`src/rtl/sprite_frame_sequencer.sv`:
```
// Sprite frame sequencer: paints the background once, then per frame
// erases and redraws N_CH flat-colour rectangles, one pixel per cycle.
module sprite_frame_sequencer #(
  parameter int N_CH        = 4,
  parameter int SPR_W       = 5,
  parameter int SPR_H       = 5,
  parameter int SCR_W       = 160,
  parameter int SCR_H       = 120,
  parameter int COL_W       = 9,
  parameter int ADDR_W      = 15,
  parameter int FRAME_TICKS = 1000000
) (
  input  logic                    clock,
  input  logic                    reset,
  input  logic                    start,
  input  logic [N_CH-1:0]         ch_valid,
  input  logic [N_CH*8-1:0]       ch_x,
  input  logic [N_CH*7-1:0]       ch_y,
  input  logic [N_CH*COL_W-1:0]   ch_colour,
  output logic [ADDR_W-1:0]       bg_addr,
  input  logic [COL_W-1:0]        bg_q,
  output logic [7:0]              oX,
  output logic [6:0]              oY,
  output logic [COL_W-1:0]        oColour,
  output logic                    oPlot,
  output logic                    busy,
  output logic                    frame_done
);

  localparam int KW = (N_CH > 1) ? $clog2(N_CH) : 1;
  localparam int CW = (FRAME_TICKS > 1) ? $clog2(FRAME_TICKS) : 1;

  typedef enum logic [2:0] {
    S_IDLE,
    S_CLEAR,
    S_WAIT,
    S_LATCH,
    S_ERASE,
    S_DRAW
  } state_t;

  state_t                  r_state;
  logic [KW-1:0]           r_k;
  logic [7:0]              r_dx;
  logic [6:0]              r_dy;
  logic                    r_drain;
  logic [CW-1:0]           r_cnt;
  logic [N_CH-1:0]         r_sv_valid;
  logic [N_CH*8-1:0]       r_sv_x;
  logic [N_CH*7-1:0]       r_sv_y;
  logic [N_CH-1:0]         r_nw_valid;
  logic [N_CH*8-1:0]       r_nw_x;
  logic [N_CH*7-1:0]       r_nw_y;
  logic [N_CH*COL_W-1:0]   r_nw_col;
  logic                    r_use_bg;
  logic [COL_W-1:0]        r_col;
  logic [7:0]              r_ox;
  logic [6:0]              r_oy;
  logic                    r_plot;
  logic                    r_fdone;

  logic                    w_sel_valid;
  logic [7:0]              w_sel_x;
  logic [6:0]              w_sel_y;
  logic [COL_W-1:0]        w_sel_col;
  logic                    w_clr;
  logic                    w_spr;
  logic [7:0]              w_bx;
  logic [6:0]              w_by;
  logic [8:0]              w_px;
  logic [7:0]              w_py;
  logic                    w_clip;
  logic                    w_issue;
  logic                    w_xlast;
  logic                    w_ylast;
  logic                    w_klast;
  logic [ADDR_W-1:0]       w_addr;

  // Pick the current channel from the saved set (erase) or new set (draw)
  always_comb begin
    w_sel_valid = 1'b0;
    w_sel_x     = '0;
    w_sel_y     = '0;
    w_sel_col   = '0;
    for (int i = 0; i < N_CH; i++) begin
      if (r_k == KW'(i)) begin
        if (r_state == S_ERASE) begin
          w_sel_valid = r_sv_valid[i];
          w_sel_x     = r_sv_x[8*i +: 8];
          w_sel_y     = r_sv_y[7*i +: 7];
        end else begin
          w_sel_valid = r_nw_valid[i];
          w_sel_x     = r_nw_x[8*i +: 8];
          w_sel_y     = r_nw_y[7*i +: 7];
        end
        w_sel_col = r_nw_col[COL_W*i +: COL_W];
      end
    end
  end

  assign w_clr   = (r_state == S_CLEAR);
  assign w_spr   = (r_state == S_ERASE) || (r_state == S_DRAW);
  assign w_bx    = w_clr ? 8'd0 : w_sel_x;
  assign w_by    = w_clr ? 7'd0 : w_sel_y;
  assign w_px    = {1'b0, w_bx} + {1'b0, r_dx};
  assign w_py    = {1'b0, w_by} + {1'b0, r_dy};
  assign w_clip  = (w_px >= 9'(SCR_W)) || (w_py >= 8'(SCR_H));
  assign w_issue = !r_drain && (w_clr || (w_spr && w_sel_valid));
  assign w_xlast = (r_dx == (w_clr ? 8'(SCR_W-1) : 8'(SPR_W-1)));
  assign w_ylast = (r_dy == (w_clr ? 7'(SCR_H-1) : 7'(SPR_H-1)));
  assign w_klast = (r_k == KW'(N_CH-1));
  assign w_addr  = ADDR_W'(w_py) * ADDR_W'(SCR_W) + ADDR_W'(w_px);

  assign bg_addr    = w_issue ? w_addr : '0;
  assign oX         = r_ox;
  assign oY         = r_oy;
  assign oPlot      = r_plot;
  assign frame_done = r_fdone;
  assign busy       = (r_state != S_IDLE) && (r_state != S_WAIT);
  // ROM data lands with the pixel, so background colour bypasses the register
  assign oColour    = r_use_bg ? bg_q : r_col;

  // Sequencer FSM, raster counters and registered pixel outputs
  always_ff @(posedge clock) begin
    if (reset) begin
      r_state    <= S_IDLE;
      r_k        <= '0;
      r_dx       <= '0;
      r_dy       <= '0;
      r_drain    <= 1'b0;
      r_cnt      <= '0;
      r_sv_valid <= '0;
      r_sv_x     <= '0;
      r_sv_y     <= '0;
      r_nw_valid <= '0;
      r_nw_x     <= '0;
      r_nw_y     <= '0;
      r_nw_col   <= '0;
      r_use_bg   <= 1'b0;
      r_col      <= '0;
      r_ox       <= '0;
      r_oy       <= '0;
      r_plot     <= 1'b0;
      r_fdone    <= 1'b0;
    end else begin
      r_plot   <= 1'b0;
      r_fdone  <= 1'b0;
      r_use_bg <= 1'b0;
      r_col    <= oColour;
      if (w_issue) begin
        r_ox   <= w_px[7:0];
        r_oy   <= w_py[6:0];
        r_plot <= !w_clip;
        if (r_state == S_DRAW) r_col <= w_sel_col;
        else r_use_bg <= 1'b1;
        if (w_xlast) begin
          r_dx <= '0;
          if (w_ylast) begin
            r_dy    <= '0;
            r_drain <= 1'b1;
          end else begin
            r_dy <= r_dy + 7'd1;
          end
        end else begin
          r_dx <= r_dx + 8'd1;
        end
      end
      case (r_state)
        S_IDLE: begin
          if (start) begin
            r_state <= S_CLEAR;
            r_dx    <= '0;
            r_dy    <= '0;
            r_drain <= 1'b0;
          end
        end
        S_CLEAR: begin
          if (r_drain) begin
            r_drain <= 1'b0;
            r_cnt   <= '0;
            r_state <= S_WAIT;
          end
        end
        S_WAIT: begin
          if (r_cnt == CW'(FRAME_TICKS-1)) r_state <= S_LATCH;
          else r_cnt <= r_cnt + 1'b1;
        end
        S_LATCH: begin
          r_nw_valid <= ch_valid;
          r_nw_x     <= ch_x;
          r_nw_y     <= ch_y;
          r_nw_col   <= ch_colour;
          r_k        <= '0;
          r_dx       <= '0;
          r_dy       <= '0;
          r_drain    <= 1'b0;
          r_state    <= S_ERASE;
        end
        S_ERASE, S_DRAW: begin
          if (r_drain || !w_sel_valid) begin
            r_drain <= 1'b0;
            if (w_klast) begin
              r_k <= '0;
              if (r_state == S_ERASE) begin
                r_state <= S_DRAW;
              end else begin
                r_sv_valid <= r_nw_valid;
                r_sv_x     <= r_nw_x;
                r_sv_y     <= r_nw_y;
                r_fdone    <= 1'b1;
                r_cnt      <= '0;
                r_state    <= S_WAIT;
              end
            end else begin
              r_k <= r_k + KW'(1);
            end
          end
        end
        default: r_state <= S_IDLE;
      endcase
    end
  end

endmodule
```
`config.mk`:
```
export PLATFORM = sky130hd
export DESIGN_NAME = sprite_frame_sequencer
export DESIGN_NICKNAME = d
export VERILOG_FILES = /design/src/rtl/sprite_frame_sequencer.sv
export SDC_FILE = /design/constraint.sdc
export NUM_CORES = 1
export LEC_CHECK = 0
export CAP_MARGIN = 30
export CORE_ASPECT_RATIO = 0.8
export CORE_MARGIN = 2
export CORE_UTILIZATION = 40
export CTS_CLUSTER_SIZE = 14
export DETAILED_ROUTE_END_ITERATION = 6
export SLEW_MARGIN = 20
export SYNTH_ARGS = -nofsm -noshare
export SYNTH_HDL_FRONTEND = slang
export SYNTH_SLANG_ARGS = --single-unit
```
`constraint.sdc`:
```
create_clock -name clock -period 5.6 [get_ports clock]
set_input_delay 1.12 -clock clock [delete_from_list [all_inputs] [get_ports clock]]
set_output_delay 1.12 -clock clock [all_outputs]
set_load 0.01 [all_outputs]
```
==> impl_results.md <==
- Result of the run: finished, violations left
- Failing checks: setup timing
- Length in cells of the worst reg-to-reg path: 20
- Critical Path AT: 5.17 ns
- Area of all placed cells without fillers: 0.01585 sq mm
- Setup crit start kind: register
- Number of DRC markers after the initial detailed-route iteration: 601
- Placed inst area: 0.01413 sq mm
- Worst hold slack: 0.4480 ns
- Area of the mapped netlist: 0.01150 sq mm
- Fraction of registers with async set/reset: 0
- Port buffer count: 153
- Initial core utilization: 0.4068
- Number of global-route vias before repair: 10507
- Worst r2r dst: oPlot
- Worst Setup Path Type: register to primary output
- Gpl congestion: 0.8416
- Total negative setup slack: -3.706 ns
- TritonCTS sink count: 232
- Maximum root-to-sink buffer count: 3
- Main area contributors after synthesis: sky130_fd_sc_hd__dfxtp_1, sky130_fd_sc_hd__nand2_1, sky130_fd_sc_hd__a21oi_1, sky130_fd_sc_hd__mux2i_1, sky130_fd_sc_hd__ha_1
- Reg2Reg Launch Point: r_state[1]
- Clock edge transition at the registers on the reported setup and hold paths: 0.06 ns
- Endpoints failing hold: 0
- Average wire per cell in the routed design: 15.68 microns
- Share of the synthesized area in the top cell type: 0.4037
- Root Buffer Master: sky130_fd_sc_hd__clkbuf_16
- Vias per cell: 5.201
- Largest net degree at the start of global routing: 120
- Net count, final: 1890
- Total grt overflow: 0
- Number of top-level pins: 154
- Post-route clock period utilization: 1.123
- Number of synthesized flops with an enable pin: 0
- First-pass GRT wire length: 53810 microns
- Synthesis Warnings: 0
- Signed area change from the synthesized netlist to the final layout: 37.78%
- Crit path time final: 6.287 ns
- Final HPWL from detailed placement: 22410 microns
- Maximum ir drop on the vdd rail: 0.2170 mV
- Longest individual stage delay on the worst path: 0.57 ns
- Post-layout utilization of the core: 0.5605
- GRT Util Overall: 0.2141
- Number of placed instances, taps included: 2051
- Leading cell type in the layout, fill and taps excluded: sky130_fd_sc_hd__nand2_1
- Antenna Cells: 0
- Count of unresolved DRC violations after routing: 0
- Post-synthesis average cell area: 7.629 sq um
- Sequential area share after synthesis: 0.4037
- Register bit total from synthesis: 232
- Filler Cell Count: 2656
- Reg-to-reg slack, setup: 1.77 ns
- Unrepaired setup endpoints after global routing: yes
- Fraction of final layout cells sized beyond drive strength 1: 0.1796
- Post-cts hold buffer count: 0
- Final number of max-transition violations: 0
- Depth of the CTS H-tree: 1
- Transition time at the pin with the least slew margin: 0.9512 ns
- Antenna Violating Nets Remaining: 0
- CTS tree: yes
- Area of combinational cells with multiple inputs: 0.006930 sq mm
- Most frequent cells in the layout: sky130_fd_sc_hd__nand2_1, sky130_fd_sc_hd__a21oi_1, sky130_fd_sc_hd__dfxtp_1
- Antenna violations before repair: 1
- Sequential Area: 0.004649 sq mm
- Synthesized Nets: 1658
- Wire length reported by the detailed router: 33390 microns
- Required @ worst endpoint: 4.48 ns
- Crit-path max FO: 5
- Critical hold path startpoint: oY[3]
- Area of the die: 0.03014 sq mm
- Final critical-path setup slack: -0.6868 ns
- Power, Total: 3.946 mW
- Total of max-cap violations: 0
- Non-filler cells in the finished layout: 2129
- Die width: 193.6 microns
- Gate count after technology mapping: 1508
- Most instantiated flip-flop cell in the synthesis netlist: sky130_fd_sc_hd__dfxtp_1
- Crit. End Element: primary output
- Leak: 5.567 nW
- Clock buffers created by TritonCTS: 26
- Core area: 0.02828 sq mm
- Height of the die: 155.7 microns
- Pwr dens: 249.0 mW/mm^2
- Max transition margin: 0.3659
- Capture point of the worst path: bg_addr[14]
- Cell type with the largest total area after synthesis: sky130_fd_sc_hd__dfxtp_1
- Pre-CTS setup slack: -0.7012 ns
- Critical-path top delay cell: sky130_fd_sc_hd__fa_2
- Core Rows: 55
- Drt first pass iters: 4
- Clk_skew: 0.03126 ns
- Worst setup startpoint: r_state[1]
- Class of the worst hold path: register to register
- Achievable clock frequency: 0.1591 GHz
- Clock latency reported for the late side of the worst-skew pair: 0.56 ns
- Final setup vio count: 8
- Count of vias placed by the detailed router: 11073
- Synth unique cells: 59
sequential cells by signal, indices dropped and copies added, names as in the netlist, 4 cells and up:
register    cells
r_cnt          20
r_dy            7
r_nw_x         32
r_sv_y         28
r_nw_valid      4
r_dx            8
r_sv_valid      4
r_nw_col       36
r_sv_x         32
r_nw_y         28
r_col           9
oY              7
oX              8
power breakdown:
part	switching [mW]	internal, mW
Combinational	0.237	0.228
Clock	0.712	1.06
Sequential	0.0268	1.68
Total	0.976	2.97
worst min-delay path by stage:
stage	to	slack (ns)	cells after the start
6_report	oY[3]	0.45	2
5_1_grt	r_sv_y[12]	0.47	2
4_1_cts	r_sv_y[22]	0.45	2
3_5_place_dp	oY[3]	0.45	2
3_3_place_gp	oY[2]	0.44	2
2_1_floorplan	r_sv_valid[0]	0.44	2
layout make-up:
| class | instances | share of cell area |
|---|---|---|
| clock buffers | 40 | 0.04941 |
| clock inverters | 7 | 0.007341 |
| inverters | 25 | 0.006157 |
| multi-input cells | 1153 | 0.4372 |
| flip-flops and latches | 232 | 0.2933 |
| well taps | 370 | 0.02921 |
| repair buffers | 302 | 0.1774 |
routing by layer:
metal / track usage / vias up / wire, microns
met5: 0 / - / 13
met3: 0.03307 / 35 / 1517
met2: 0.3459 / 238 / 14860
met4: 0.04108 / 2 / 514
li1: - / 5602 / -
met1: 0.3043 / 5196 / 16480
kinds of logic after synthesis:
| family | count (synthesis) | share of synthesized area |
|---|---|---|
| AO/OA/AOI/OAI | 367 | 0.1786 |
| multiplexers | 73 | 0.06449 |
| buffers and inverters | 123 | 0.04089 |
| flip-flops | 232 | 0.4037 |
| adder cells (fa/ha/maj) | 38 | 0.04394 |
| AND/OR/NAND/NOR | 631 | 0.2349 |
| XOR/XNOR | 44 | 0.03350 |
synthesized netlist by cell type (2+ instances only):
library cell                instances
sky130_fd_sc_hd__nand2_1          403
sky130_fd_sc_hd__a31oi_1            4
sky130_fd_sc_hd__nor4b_1            3
sky130_fd_sc_hd__nand4bb_1          2
sky130_fd_sc_hd__nor4_1             4
sky130_fd_sc_hd__inv_1             24
sky130_fd_sc_hd__ha_1              34
sky130_fd_sc_hd__or4_1              7
sky130_fd_sc_hd__nor2_1            98
sky130_fd_sc_hd__or3_1              4
sky130_fd_sc_hd__o2111a_1           2
sky130_fd_sc_hd__nor3b_1           11
sky130_fd_sc_hd__xnor2_1           30
sky130_fd_sc_hd__nand3b_1           4
sky130_fd_sc_hd__a21oi_1          257
sky130_fd_sc_hd__o21a_1             8
sky130_fd_sc_hd__buf_2              4
sky130_fd_sc_hd__o22ai_1           20
sky130_fd_sc_hd__clkbuf_1          85
sky130_fd_sc_hd__nand4_1            8
sky130_fd_sc_hd__a21o_1            10
sky130_fd_sc_hd__o31a_1             3
sky130_fd_sc_hd__nand2b_1          12
sky130_fd_sc_hd__a2111oi_0          2
sky130_fd_sc_hd__buf_1              8
sky130_fd_sc_hd__and2_1             4
sky130_fd_sc_hd__mux2_2             9
sky130_fd_sc_hd__mux2i_1           64
sky130_fd_sc_hd__and3_1             5
sky130_fd_sc_hd__nor3_1            11
sky130_fd_sc_hd__nor2b_1           12
sky130_fd_sc_hd__xor2_1            14
sky130_fd_sc_hd__fa_1               4
sky130_fd_sc_hd__or2_2              7
sky130_fd_sc_hd__dfxtp_1          232
sky130_fd_sc_hd__o21ai_0           27
sky130_fd_sc_hd__nand3_1           31
sky130_fd_sc_hd__a211oi_1          17
sky130_fd_sc_hd__o31ai_1            4
critical path: cells and delay by family, from the launching register on:
| kind | cells | cell delay, ns |
|---|---|---|
| XOR/XNOR | 1 | 0.13 |
| flip-flops | 1 | 0.33 |
| adder cells (fa/ha/maj) | 4 | 1.46 |
| buffers and inverters | 8 | 0.91 |
| AND/OR/NAND/NOR | 5 | 0.69 |
| multiplexers | 1 | 0.07 |
| AO/OA/AOI/OAI | 6 | 0.97 |
what timing repair did:
action,in CTS,in global routing
resized for setup,136,31
setup buffers,23,9
endpoints found under the setup margin,10,10
gates cloned,3,0
pin swaps,50,45
No activity file was read; power rests on OpenSTA's default activity.
